===== config.mk =====
export PLATFORM = sky130hd
export DESIGN_NAME = clk_ratio_monitor
export DESIGN_NICKNAME = d
export VERILOG_FILES = /design/src/rtl/clk_ratio_monitor_pkg.sv /design/src/rtl/clk_run_check.sv /design/src/rtl/clk_ratio_monitor.sv
export SDC_FILE = /design/constraint.sdc
export NUM_CORES = 1
export LEC_CHECK = 0
export BUFFER_PORTS_ARGS = -buffer_cell sky130_fd_sc_hd__buf_2
export CAP_MARGIN = 20
export CORE_MARGIN = 2
export CORE_UTILIZATION = 45
export DETAILED_ROUTE_END_ITERATION = 12
export PLACE_DENSITY = 0.63
export SETUP_SLACK_MARGIN = 0.15
export SLEW_MARGIN = 20
export SYNTH_ARGS = -nofsm -noshare
export SYNTH_HDL_FRONTEND = slang
export SYNTH_HIERARCHICAL = 1
export SYNTH_SLANG_ARGS = --single-unit

===== constraint.sdc =====
create_clock -name clk -period 2.2 [get_ports clk]
set_clock_uncertainty 0.05 [all_clocks]
set_input_delay 0.22 -clock clk [delete_from_list [all_inputs] [get_ports clk]]
set_output_delay 0.22 -clock clk [all_outputs]
set_load 0.005 [all_outputs]

===== src/rtl/clk_ratio_monitor_pkg.sv =====
// Shared constants for the divided-clock monitor and the clock generator.
// Default ratios, lock threshold and error-counter width.
package clk_ratio_monitor_pkg;

  localparam int DEF_HALF10     = 1;
  localparam int DEF_HALF20     = 2;
  localparam int DEF_HALF40     = 4;
  localparam int DEF_CW         = 4;
  localparam int DEF_LOCK_EDGES = 4;

  localparam int CNT_W   = 8;
  localparam int CNT_MAX = 255;

  typedef logic [CNT_W-1:0] cnt_t;

  function automatic cnt_t sat_inc(input cnt_t v);
    return (v == cnt_t'(CNT_MAX)) ? v : v + cnt_t'(1);
  endfunction

endpackage


===== src/rtl/clk_run_check.sv =====
// Level-run checker for one divided clock sampled as data.
// Flags runs that end too early or overstay the expected half-period.
module clk_run_check #(
  parameter int HALF = 2,
  parameter int CW   = 4
) (
  input  logic clk,
  input  logic rst,
  input  logic enb,
  input  logic din,
  output logic toggle,
  output logic armed,
  output logic early,
  output logic late
);

  localparam logic [CW-1:0] HV  = CW'(HALF);
  localparam logic [CW-1:0] SAT = CW'(HALF + 1);

  logic          prev;
  logic [CW-1:0] run;

  always_comb begin
    toggle = din ^ prev;
    early  = enb && armed && toggle && (run < HV);
    late   = enb && armed && !toggle && (run == HV);
  end

  // prev keeps tracking while disabled so re-enabling sees no false edge
  always_ff @(posedge clk) begin
    if (rst) begin
      prev  <= 1'b0;
      run   <= '0;
      armed <= 1'b0;
    end else begin
      prev <= din;
      if (!enb) begin
        run   <= '0;
        armed <= 1'b0;
      end else if (toggle) begin
        run   <= CW'(1);
        armed <= 1'b1;
      end else if (run != SAT) begin
        run <= run + CW'(1);
      end
    end
  end

endmodule


===== src/rtl/clk_ratio_monitor.sv =====
// Monitors clk10/clk20/clk40 run lengths and phase from the master clock.
// Reports sticky errors, a saturating error count and lock status.
module clk_ratio_monitor
  import clk_ratio_monitor_pkg::*;
#(
  parameter int HALF10     = DEF_HALF10,
  parameter int HALF20     = DEF_HALF20,
  parameter int HALF40     = DEF_HALF40,
  parameter int CW         = DEF_CW,
  parameter int LOCK_EDGES = DEF_LOCK_EDGES
) (
  input  logic       clk,
  input  logic       rst,
  input  logic       enb,
  input  logic       clk10,
  input  logic       clk20,
  input  logic       clk40,
  output logic       locked,
  output logic       err10,
  output logic       err20,
  output logic       err40,
  output logic       phase_err,
  output logic [7:0] err_count
);

  localparam int LW = $clog2(LOCK_EDGES + 1);
  localparam logic [LW-1:0] LOCK_V = LW'(LOCK_EDGES);

  logic t10, t20, t40;
  logic a10, a20, a40;
  logic e10, e20, e40;
  logic l10, l20, l40;

  clk_run_check #(.HALF(HALF10), .CW(CW)) u_c10 (
    .clk(clk), .rst(rst), .enb(enb), .din(clk10),
    .toggle(t10), .armed(a10), .early(e10), .late(l10)
  );

  clk_run_check #(.HALF(HALF20), .CW(CW)) u_c20 (
    .clk(clk), .rst(rst), .enb(enb), .din(clk20),
    .toggle(t20), .armed(a20), .early(e20), .late(l20)
  );

  clk_run_check #(.HALF(HALF40), .CW(CW)) u_c40 (
    .clk(clk), .rst(rst), .enb(enb), .din(clk40),
    .toggle(t40), .armed(a40), .early(e40), .late(l40)
  );

  logic          all_armed;
  logic          bad10, bad20, bad40;
  logic          ph;
  logic          ev;
  logic [LW-1:0] clean;
  logic [LW-1:0] clean_nxt;

  always_comb begin
    all_armed = a10 & a20 & a40;
    bad10     = e10 | l10;
    bad20     = e20 | l20;
    bad40     = e40 | l40;
    // slower edges must coincide with every faster edge
    ph        = enb && all_armed &&
                ((t40 && !(t20 && t10)) || (t20 && !t10));
    ev        = bad10 | bad20 | bad40 | ph;
    clean_nxt = clean;
    if (!enb || ev)
      clean_nxt = '0;
    else if (all_armed && t40 && clean != LOCK_V)
      clean_nxt = clean + LW'(1);
  end

  always_ff @(posedge clk) begin
    if (rst) begin
      clean     <= '0;
      locked    <= 1'b0;
      err10     <= 1'b0;
      err20     <= 1'b0;
      err40     <= 1'b0;
      phase_err <= 1'b0;
      err_count <= '0;
    end else begin
      clean  <= clean_nxt;
      locked <= (clean_nxt == LOCK_V);
      if (bad10) err10     <= 1'b1;
      if (bad20) err20     <= 1'b1;
      if (bad40) err40     <= 1'b1;
      if (ph)    phase_err <= 1'b1;
      if (ev)    err_count <= sat_inc(err_count);
    end
  end

endmodule


# ---- After elaboration in Yosys (flattened, before gate mapping)
# Cells that the tools add are included.
dict set report totals {
  rom_bits 0
  mem_bits_rw 0
  regBits 34
  memories 0
  latchBits 0
  input_bits 6
  output_inout_bits 13
}
dict set report classes {
  n_mul 0
  eq_ne 9
  shifts 0
  reduce_logical 37
  mux 8
  div_mod_pow 0
  add_sub_neg 5
  n_bitwise 13
  n_lt_le_gt_ge 3
}
# operator n
set ops {}
lappend ops {{$logic_and 1x1->1} 22}
lappend ops {{$add 4x1->4 const B} 3}
lappend ops {{$reduce_or 3->1} 3}
lappend ops {{$add 8x1->8 const B} 1}
lappend ops {{$eq 8x8->1 const B} 1}
lappend ops {{$ne 4x2->1 const B} 2}
lappend ops {{$mux 1} 6}
lappend ops {{$mux 3} 2}
lappend ops {{$or 1x1->1} 6}
lappend ops {{$reduce_bool 2->1} 3}
lappend ops {{$logic_not 1->1} 5}
lappend ops {{$eq 4x1->1 const B} 1}
lappend ops {{$eq 4x2->1 const B} 1}
lappend ops {{$eq 4x3->1 const B} 1}
lappend ops {{$lt 4x1->1 const B} 1}
lappend ops {{$lt 4x2->1 const B} 1}
lappend ops {{$lt 4x3->1 const B} 1}
lappend ops {{$ne 4x3->1 const B} 1}
lappend ops {{$add 3x1->3 const B} 1}
lappend ops {{$eq 3x3->1 const B} 1}
lappend ops {{$ne 3x3->1 const B} 1}
lappend ops {{$xor 1x1->1} 3}
lappend ops {{$and 1x1->1} 2}
lappend ops {{$logic_or 1x1->1} 2}
lappend ops {{3 further kinds} 4}

# ---- Depth between registers and ports, before layout
# Gate-level depths: netlist of the first run.
dict set report depth {
  word_depth 11
  mapped_depth 10
  depth_no_buf 9
}

# ---- Cells and area by module
# Netlist of the first run, hierarchy kept.
# module n_inst cells_each area_each_um2 seq_area_each_um2
set by_module_without_submodules {}
lappend by_module_without_submodules {clk_ratio_monitor 1 89 753.2 320.3}
lappend by_module_without_submodules {{clk_run_check at u_c10} 1 33 330.3 120.1}
lappend by_module_without_submodules {{clk_run_check at u_c40} 1 32 310.3 120.1}
lappend by_module_without_submodules {{clk_run_check at u_c20} 1 32 299.0 120.1}

# ---- Least setup slack after synthesis of the first run
# No wires, ideal clock.
dict set report synth_path {
  path_kind {reg-to-reg}
  from {reg u_c20.run[0]}
  to {reg clean[1]}
  t_required_ns 2.080
  slack_ns 0.353
  setup_time_ns 0.070
  stages_incl_launch_ff 9
  period_less_slack_ns 1.847
  arrival_time_ns 1.727
  cell_sequence {dfxtp_1 inv_1 ha_1 nand4_1 nor2_1 nor4_1 nand2_1 or4b_1 a21oi_1}
}
dict set report synth_between {
  elab_chain_cells 8
  word_cells_on_any_way 10
  cone_classes {order compare: 1; eq/ne: 1; mux: 1; bitwise: 4; reduce/logical: 3}
}
# item line
set synth_lines {}
lappend synth_lines {{from (decl)} clk_run_check.sv:21} ;# logic [CW-1:0] run;
lappend synth_lines {{from (signal assigned)} clk_run_check.sv:44} ;# run <= run + CW'(1);
lappend synth_lines {{$eq 4x2->1} clk_run_check.sv:26} ;# late = enb && armed && !toggle && (run == HV);
lappend synth_lines {{$logic_and 1x1->1} clk_run_check.sv:26}
lappend synth_lines {{net l20} clk_ratio_monitor.sv:32} ;# logic l10, l20, l40;
lappend synth_lines {{$or 1x1->1} clk_ratio_monitor.sv:59} ;# bad20 = e20 | l20;
lappend synth_lines {{$or 1x1->1 (3 in series)} clk_ratio_monitor.sv:64} ;# ev = bad10 | bad20 | bad40 | ph;
lappend synth_lines {{$logic_or 1x1->1} clk_ratio_monitor.sv:66} ;# if (!enb || ev)
lappend synth_lines {{$mux 3} clk_ratio_monitor.sv:66}
lappend synth_lines {{to (signal assigned)} clk_ratio_monitor.sv:82} ;# clean <= clean_nxt;
lappend synth_lines {{to (decl)} clk_ratio_monitor.sv:53} ;# logic [LW-1:0] clean;
# The timed path passes the listed nets, and every way through them passes these cells.
# A chain may end at the register's enable or synchronous reset.

# ---- Worst setup path after layout of the first run
# Same ends and word-level chain as after synthesis.

==> impl_metrics.toml, run 1 <==
[outcome]
status = "finished, final reports clean"

[clocking]
cts_tree = "yes"
insertion_delay_ns = 0.28
holdBufCountCts = 0
numClockSinks = 34
path_clk_slew_ns = 0.06
cts-root-buf = "clkbuf_8"
cts_made_buffers = 5
htree_num_levels = 2
clock_path_buffers = 2

[synth]
synth_async_sr_flop_share_pct = 0
ys_ff_latch = 34
synth.top_cell.area_share_pct = 40.2
synth.largest_area_cell = "dfxtp_1"
synthCells = 186
synth_area_leaders = "dfxtp_1 (40%), ha_1 (8.9%), nor2_1 (5.5%)"
yosysSeqAreaShare_pct = 40.2
yosysUniqueCellTypes = 36
postSynthAreaPerCell_sq_um = 9.10
syn-num-nets = 204
yosys_warnings = 6
synth_edf_count = 0
yosys_most_used_dff = "dfxtp_1"
synth_area_sq_um = 1690

[floorplanning]
chipWidth_um = 65.3
ioPinCount = 19
rows = 22
core_area_sq_um = 3630
die_y_um = 65.3
initial_core_util_pct = 46.6
die_area_sq_um = 4270

[route]
met3_length_um = 112
met1_length_um = 1470
firstDrtPassIters = 4
met2_length_um = 1500
vias = 1328
drt_iter0_markers = 50
drt-vias-per-instance = 5.17
wire_per_inst_um = 12.3
ant_nets = 0
top_layer_used = "met4"
drc = 0
drt-total-wl_um = 3150

[job]
cap_violations = 0

[sta]
period_needed_ns = 1.97
slew_violations = 0
period_share_pct = 89.6
clock.fmax_ghz = 0.507
setup_violations = 0
slew-limit-headroom_pct = 71.1
rsz0062_at_grt = "yes"
hold_viol = 0
fin_setup_tns_ns = 0
tightest_slew_ns = 0.432

[final_layout]
nNetsFinal = 227
final_layout_size_suffix_gt1_share_pct = 22.5
antenna_cells = 0
multi_input_area_sq_um = 992
area_growth_pct = 14.9
mostFrequentLayoutCell = "dfxtp_1"
regArea_sq_um = 684
stdcell_count = 257
num-fill-cells = 350
final_cell_mix = "dfxtp_1 (31), nor2_1 (25), buf_2 (18), ha_1 (12), a21oi_1 (11)"

[worst_setup_path]
cp-end-kind = "flop"
crit_path_max_fanout = 4
cp.arrival_ns = 2.14
critPathRequiredTime_ns = 2.37
critPathKind = "flop to flop"
start_kind = "flop"

[grt]
grt_start_max_net_pins = 20
grt_usage_pct = 17.0
grt_pass1_vias = 1331
grt_pass1_wl_um = 5600
antenna_found_initial = 0
overflow = 0

[placed_design]
routabilityCongestion = 0.789
placed_cells = 250
place.port_buffers = 18
dp_hpwl_um = 2280

[pwr]
pwr-share-seq_pct = 55.2
pwr-share-comb_pct = 8.6
ir_worst_vdd_mv = 0.372
leakage_uw = 0.000780
clock_power_share_pct = 36.2
power_density_nw_per_um2 = 604
internal-power_uw = 892
power.net_switching_uw = 282
switching_share_pct = 24.0

[hold_path]
hold_class = "input port to flop"
## power groups by stage
stage / clock network [uW] / registers [uW] / logic [uW]
floorplan: 0 / 658 / 71.4
global placement: 0 / 659 / 92.8
detailed placement: 0 / 661 / 95.7
CTS: 443 / 647 / 97.1
global route: 461 / 649 / 116
finish: 425 / 648 / 101
## synth_stat cells, types with 2 or more instances
library cell / instances
dfxtp_1: 34
nor2_1: 25
xnor2_2: 3
and3_1: 3
nand2b_1: 6
or3_1: 6
xnor2_1: 6
inv_1: 8
a21oi_1: 13
nor3_1: 8
or2_4: 3
nor2b_1: 3
ha_1: 12
a211oi_2: 2
inv_2: 3
xor2_1: 5
nand3b_1: 3
nand4_1: 4
mux2i_1: 4
nand3_1: 4
o21ai_0: 6
and4_1: 2
nand2_1: 10
## worst max-delay path, stage by stage (launching register included)
cell	delay [ns]
dfxtp_2	0.36
inv_1	0.05
ha_1	0.19
nand4_1	0.10
nor2_1	0.07
nor4_2	0.23
nand2_1	0.16
or4b_4	0.60
a21oi_2	0.11
## cells by family after synthesis
logic type	synth area share, %
muxes	2.37
and+or+nand+nor	28.2
DFF	40.2
xor gates and xnor gates	8.57
AOI/OAI and AO/OA	8.50
adders and majority gates	8.87
buffers and inverters	3.33
## sequential cells by signal, indices dropped and copies added (netlist names)
register and cells:
err40 1, err_count 8, clean 3, u_c40/armed 1, err10 1, u_c20/prev 1, u_c10/prev 1, u_c10/armed 1
phase_err 1, u_c40/run 4, u_c10/run 4, u_c40/prev 1, err20 1, locked 1, u_c20/run 4, u_c20/armed 1
## per-stage QoR
stage	util (%)	power, uW	setup slack (ns)	hold slack (ns)	cell area (sq um)
detailed placement	50.3	757	0.111	0.417	1830
global route	53.5	1230	0.0980	0.155	1940
global placement	50.3	752	0.241	0.402	1830
CTS	52.4	1190	0.177	0.136	1910
finish	53.5	1170	0.228	0.145	1940
floorplan	-	729	0.353	0.239	1690
## final cells by class
cell class / instances / share of cell area [%]
sequential: 34 / 35.2
inverter: 11 / 2.12
timing repair buffer: 18 / 4.63
multi-input combinational: 139 / 51.0
tap: 48 / 3.09
clock buffer: 7 / 3.93
## per-layer routing
metal | vias up | global-route usage (%)
li1 | 681 | -
met1 | 616 | 19.7
met2 | 22 | 28.4
met3 | 9 | 4.79
met4 | 0 | 8.59
met5 | - | 0
## final timing paths
| kind | from | end | slack, ns | cells past startpoint |
|---|---|---|---|---|
| min | clk40 | u_c40/prev | 0.15 | 2 |
| min reg2reg | phase_err | phase_err | 0.42 | 2 |
| max reg2reg | u_c20/run[0] | clean[1] | 0.23 | 8 |
| max | u_c20/run[0] | clean[1] | 0.23 | 8 |
## timing repair
action	in CTS	in global routing
setup buffers	0	0
endpoints found under the setup margin	8	12
pin swaps	1	5
resized for setup	1	9
(Power assumes the default switching activity.)
==> inputs of run 2 (changes only) <==
--- a/config.mk
+++ b/config.mk
@@ -5,14 +5,14 @@
 export SDC_FILE = /design/constraint.sdc
 export NUM_CORES = 1
 export LEC_CHECK = 0
-export BUFFER_PORTS_ARGS = -buffer_cell sky130_fd_sc_hd__buf_2
 export CAP_MARGIN = 20
 export CORE_MARGIN = 2
 export CORE_UTILIZATION = 45
 export DETAILED_ROUTE_END_ITERATION = 12
-export PLACE_DENSITY = 0.63
+export DONT_BUFFER_PORTS = 1
+export PLACE_DENSITY = 0.59
 export SETUP_SLACK_MARGIN = 0.15
-export SLEW_MARGIN = 20
+export SLEW_MARGIN = 30
 export SYNTH_ARGS = -nofsm -noshare
 export SYNTH_HDL_FRONTEND = slang
 export SYNTH_HIERARCHICAL = 1
==> run 2 against run 1 <==
Effect of this change: the run now ends with hold timing left; routed wire length up 2.9%; sequential power about the same; clock-buffer cell count unchanged; via count down 0.45%; fmax up 1.4%; final area up 0.32%; hold slack worse by 0.19 ns; sequential share of layout area down 0.11 points; critical path depth down 2; register-to-register slack better by 0.03 ns; first-iteration DRC count down 30%; largest power group unchanged.
==> impl_metrics.toml, run 2 (synthesis gave the netlist of run 1 again) <==
[outcome]
status = "finished, violations left"
violations = "hold timing"

[clocking]
clock_path_buffers = 2
htree_num_levels = 2
cts-root-buf = "clkbuf_8"
numClockSinks = 34
path_clk_slew_ns = 0.07
cts_made_buffers = 5
cts_tree = "yes"
holdBufCountCts = 7
insertion_delay_ns = 0.28

[sta]
rsz0062_at_grt = "no"
period_share_pct = 88.4
hold_viol = 8
period_needed_ns = 1.95
tightest_slew_ns = 0.368
setup_violations = 0
clock.fmax_ghz = 0.514
whs_ns = -0.0433
slew_violations = 0
slew-limit-headroom_pct = 75.4
fin_setup_tns_ns = 0

[pwr]
switching_share_pct = 23.1
ir_worst_vdd_mv = 0.387
clock_power_share_pct = 35.8
pwr-share-seq_pct = 55.6
internal-power_uw = 898
power.net_switching_uw = 270
leakage_uw = 0.000745
power_density_nw_per_um2 = 599
pwr-share-comb_pct = 8.6

[worst_setup_path]
crit_path_max_fanout = 4
critPathRequiredTime_ns = 2.36
cp-end-kind = "flop"
critPathKind = "flop to flop"
start_kind = "flop"
cp.arrival_ns = 2.10

[floorplanning]
rows = 22
ioPinCount = 19
core_area_sq_um = 3630
die_y_um = 65.3
die_area_sq_um = 4270
chipWidth_um = 65.3
initial_core_util_pct = 46.6

[route]
met3_length_um = 184
met2_length_um = 1600
vias = 1322
drc = 0
ant_nets = 0
firstDrtPassIters = 4
wire_per_inst_um = 13.0
top_layer_used = "met4"
drt_iter0_markers = 35
drt-total-wl_um = 3240
met1_length_um = 1420
drt-vias-per-instance = 5.31

[final_layout]
num-fill-cells = 367
final_layout_size_suffix_gt1_share_pct = 15.4
largest_reg_flops = 8
mostFrequentLayoutCell = "dfxtp_1"
nNetsFinal = 219
regArea_sq_um = 684
area_growth_pct = 15.2
final_cell_mix = "dfxtp_1 (31), nor2_1 (25), a21oi_1 (13), ha_1 (12), nand2_1 (9)"
final_util_pct = 53.7
multi_input_area_sq_um = 1000
max_flop_register = "err_count"
stdcell_count = 249
antenna_cells = 0

[grt]
grt_pass1_wl_um = 5490
antenna_found_initial = 0
grt_usage_pct = 16.8
grt_start_max_net_pins = 20
grt_pass1_vias = 1284
overflow = 0

[placed_design]
place.port_buffers = 0
dp_hpwl_um = 2310
routabilityCongestion = 0.785
placed_cells = 232

[hold_path]
hold_class = "input port to flop"

[job]
cap_violations = 0
[run 2: cell count changes in the layout (fill, tap and decap cells not counted), sizes merged]
cell	delta
buf	-16
dlygate4sd3	+7
o21ai	+1
[run 2: layout make-up]
class | count | share of cell area [%]
well taps | 48 | 3.08
clock buffers | 7 | 3.91
multi-input cells | 140 | 51.4
flip-flops and latches | 34 | 35.1
inverters | 11 | 2.12
repair buffers | 9 | 4.36
[run 2: what timing repair did]
item / CTS / global route
gates resized for setup: 0 / 10
endpoints found under the setup margin: 1 / 12
gates cloned: 0 / 1
endpoints found under the hold margin: 15 / 8
buffers inserted: 0 / 2
pin swaps: 0 / 5
[run 2: final timing paths]
check / start / cells after the start / slack, ns / to
worst max-delay path: u_c20/prev / 6 / 0.25 / locked
worst min register to register: clean[1] / 2 / 0.45 / clean[1]
worst max register to register: u_c20/prev / 6 / 0.25 / locked
worst min-delay path: rst / 1 / -0.04 / err_count[3]
[run 2: per-stage QoR]
stage,power (uW),setup slack (ns),area [sq um]
after floorplan,729,0.353,1690
after global placement,738,0.220,1740
after detailed placement,741,0.159,1740
after CTS,1170,0.150,1880
after global routing,1230,0.0813,1950
final,1170,0.255,1950
[run 2: per-layer routing]
layer | global-route usage [%] | vias to the layer above
met4 | 5.47 | 0
met3 | 7.19 | 4
met1 | 18.9 | 635
li1 | - | 665
met2 | 28.4 | 18
met5 | 0 | -
[run 2: power by group through the flow]
stage	Combinational [uW]	Sequential, uW	Clock (uW)
2_1_floorplan	71.4	658	0
3_3_place_gp	76.6	661	0
3_5_place_dp	79.3	662	0
4_1_cts	86.4	648	435
5_1_grt	113	651	463
6_report	101	649	418
[run 2: critical path, cell delays in order, from the launching register on]
cell and delay (ns):
dfxtp_1 0.32, xnor2_2 0.26, nor4b_2 0.11, nor4_2 0.32, nand2_2 0.11, or4b_4 0.57, a21oi_1 0.13
==> inputs of run 3 (changes only) <==
--- a/config.mk
+++ b/config.mk
@@ -5,7 +5,7 @@
 export SDC_FILE = /design/constraint.sdc
 export NUM_CORES = 1
 export LEC_CHECK = 0
-export CAP_MARGIN = 20
+export CAP_MARGIN = 40
 export CORE_MARGIN = 2
 export CORE_UTILIZATION = 45
 export DETAILED_ROUTE_END_ITERATION = 12
==> constraint.sdc (replaced) <==
create_clock -name clk -period 2 [get_ports clk]
set_clock_uncertainty 0.05 [all_clocks]
set_input_delay 0.1 -clock clk [delete_from_list [all_inputs] [get_ports clk]]
set_output_delay 0.1 -clock clk [all_outputs]
set_load 0.005 [all_outputs]
==> run 3 against run 2 <==
Effect of this change: the run now ends clean; sequential cell count is the same; setup slack got worse by 0.17 ns; final area is 7.4% higher; critical path type unchanged; total power rose by 15%; hold slack improved by 0.044 ns; sequential share of layout area down 2.1 points; critical path depth rose by 3; sequential power rose by 10%; first-iteration DRC count up 34%; die area unchanged.
==> impl_metrics.toml, run 3 (synthesis gave the netlist of run 1 again) <==
[final_layout]
area_growth_pct = 23.8
final_layout_size_suffix_gt1_share_pct = 26.1
antenna_cells = 0
num-fill-cells = 335
stdcell_count = 255
max_flop_register = "err_count"
largest_reg_flops = 8
mostFrequentLayoutCell = "dfxtp_1"
nNetsFinal = 226
final_util_pct = 57.7
final_cell_mix = "dfxtp_1 (26), nor2_1 (22), a21oi_1 (11), ha_1 (10), nand2_1 (9)"

[pwr]
ir_worst_vdd_mv = 0.410
leakage_uw = 0.000802
power_density_nw_per_um2 = 643
power_uw = 1350

[floorplanning]
chipWidth_um = 65.3
initial_core_util_pct = 46.6
rows = 22
die_y_um = 65.3
core_area_sq_um = 3630
die_area_sq_um = 4270
ioPinCount = 19

[worst_setup_path]
cp-end-kind = "flop"
critPathRequiredTime_ns = 2.09
crit_buf_inv = 1
cp.arrival_ns = 2.01
crit_path_max_fanout = 6
critPathKind = "flop to flop"
cp_slowest_cell = "dfxtp_2"
crit_family = "simple AND/OR/NAND/NOR gates"
r2r_cells = 9
cp_slowest_stage_delay_ns = 0.37
start_kind = "flop"
worstSetupPathDepth = 9
path_cells = "ha_4 -> nand4_1 -> nor2_2 -> nor4_2 -> nand2_1 -> buf_6 -> o21ai_4 -> mux2i_1 -> nor2_1"

[sta]
tightest_slew_ns = 0.527
period_share_pct = 96.0
period_needed_ns = 1.92
setup_violations = 0
slew_violations = 0
hold_viol = 0
clock.fmax_ghz = 0.521
fin_setup_tns_ns = 0
rsz0062_at_grt = "yes"
slew-limit-headroom_pct = 64.7

[route]
wire_per_inst_um = 14.1
drt_iter0_markers = 47
drt-vias-per-instance = 5.28
ant_nets = 0
drc = 0
drt-total-wl_um = 3600
firstDrtPassIters = 5
vias = 1346

[placed_design]
routabilityCongestion = 0.798
dp_hpwl_um = 2380
placed_cells = 235
place.port_buffers = 0

[job]
cap_violations = 0

[clocking]
htree_num_levels = 2
cts_made_buffers = 5
cts-root-buf = "clkbuf_8"
numClockSinks = 34
insertion_delay_ns = 0.28
clock_path_buffers = 2
cts_tree = "yes"
path_clk_slew_ns = 0.06

[outcome]
status = "finished, final reports clean"

[grt]
overflow = 0
grt_usage_pct = 18.3
antenna_found_initial = 0
grt_start_max_net_pins = 15
grt_pass1_wl_um = 5970
grt_pass1_vias = 1380

[hold_path]
hold_depth = 2
hold_class = "input port to flop"
-- run 3: changes by cell type in the layout (fill, tap and decap cells not counted), sizes merged --
| cell | delta |
|---|---|
| buf | +7 |
| clkbuf | -1 |
-- run 3: cell type report --
type,instances,area [sq um],area share (%)
tap,48,60.1,2.87
multi-input combinational,140,1080,51.4
sequential,34,691,33.0
timing repair buffer,16,141,6.75
inverter,11,43.8,2.09
clock buffer,6,82.6,3.94
-- run 3: worst paths after layout --
path	slack [ns]	to	from
worst max-delay path	0.08	err_count[1]	u_c20/run[1]
worst min-delay path	0.0005	u_c20/armed	rst
worst min register to register	0.46	phase_err	phase_err
worst max register to register	0.08	err_count[1]	u_c20/run[1]
-- run 3: worst register-to-register path, stage by stage, from the launching register on --
cell     delay (ns)
dfxtp_2        0.37
ha_4           0.17
nand4_1        0.09
nor2_2         0.06
nor4_2         0.29
nand2_1        0.12
buf_6          0.15
o21ai_4        0.18
mux2i_1        0.24
nor2_1         0.07
-- run 3: what timing repair did --
item | 4_1_cts | 5_1_grt
hold buffers | 7 | 0
pin swaps | 5 | 16
hold endpoints to repair | 25 | 0
gates cloned | 1 | 0
endpoints found under the setup margin | 12 | 13
buffers inserted | 3 | 3
resized for setup | 14 | 18
-- run 3: routing by layer --
layer  up-vias  routed length, um  global-route usage [%]  part of all wire [%]
li1        679                  -                       -                     -
met1       636               1560                    20.6                    43
met2        24               1840                    32.9                    51
met3         7                159                    4.97                   4.4
met4         0                 39                    6.25                   1.1
met5         -                  0                       0                     0
-- run 3: report_power, final --
group / internal, uW / switching [uW]
Combinational: 71.4 / 74.3
Clock: 265 / 222
Sequential: 696 / 18.2
Total: 1030 / 315
-- run 3: metrics by stage --
step	cell area, sq um	hold WS (ns)	setup WS [ns]
after CTS	2010	0.000803	0.113
after global routing	2100	0.0332	-0.0651
after floorplan	1690	0.119	0.153
after detailed placement	1760	0.125	-0.0578
after global placement	1760	0.125	0.0602
final	2100	0.000517	0.0802
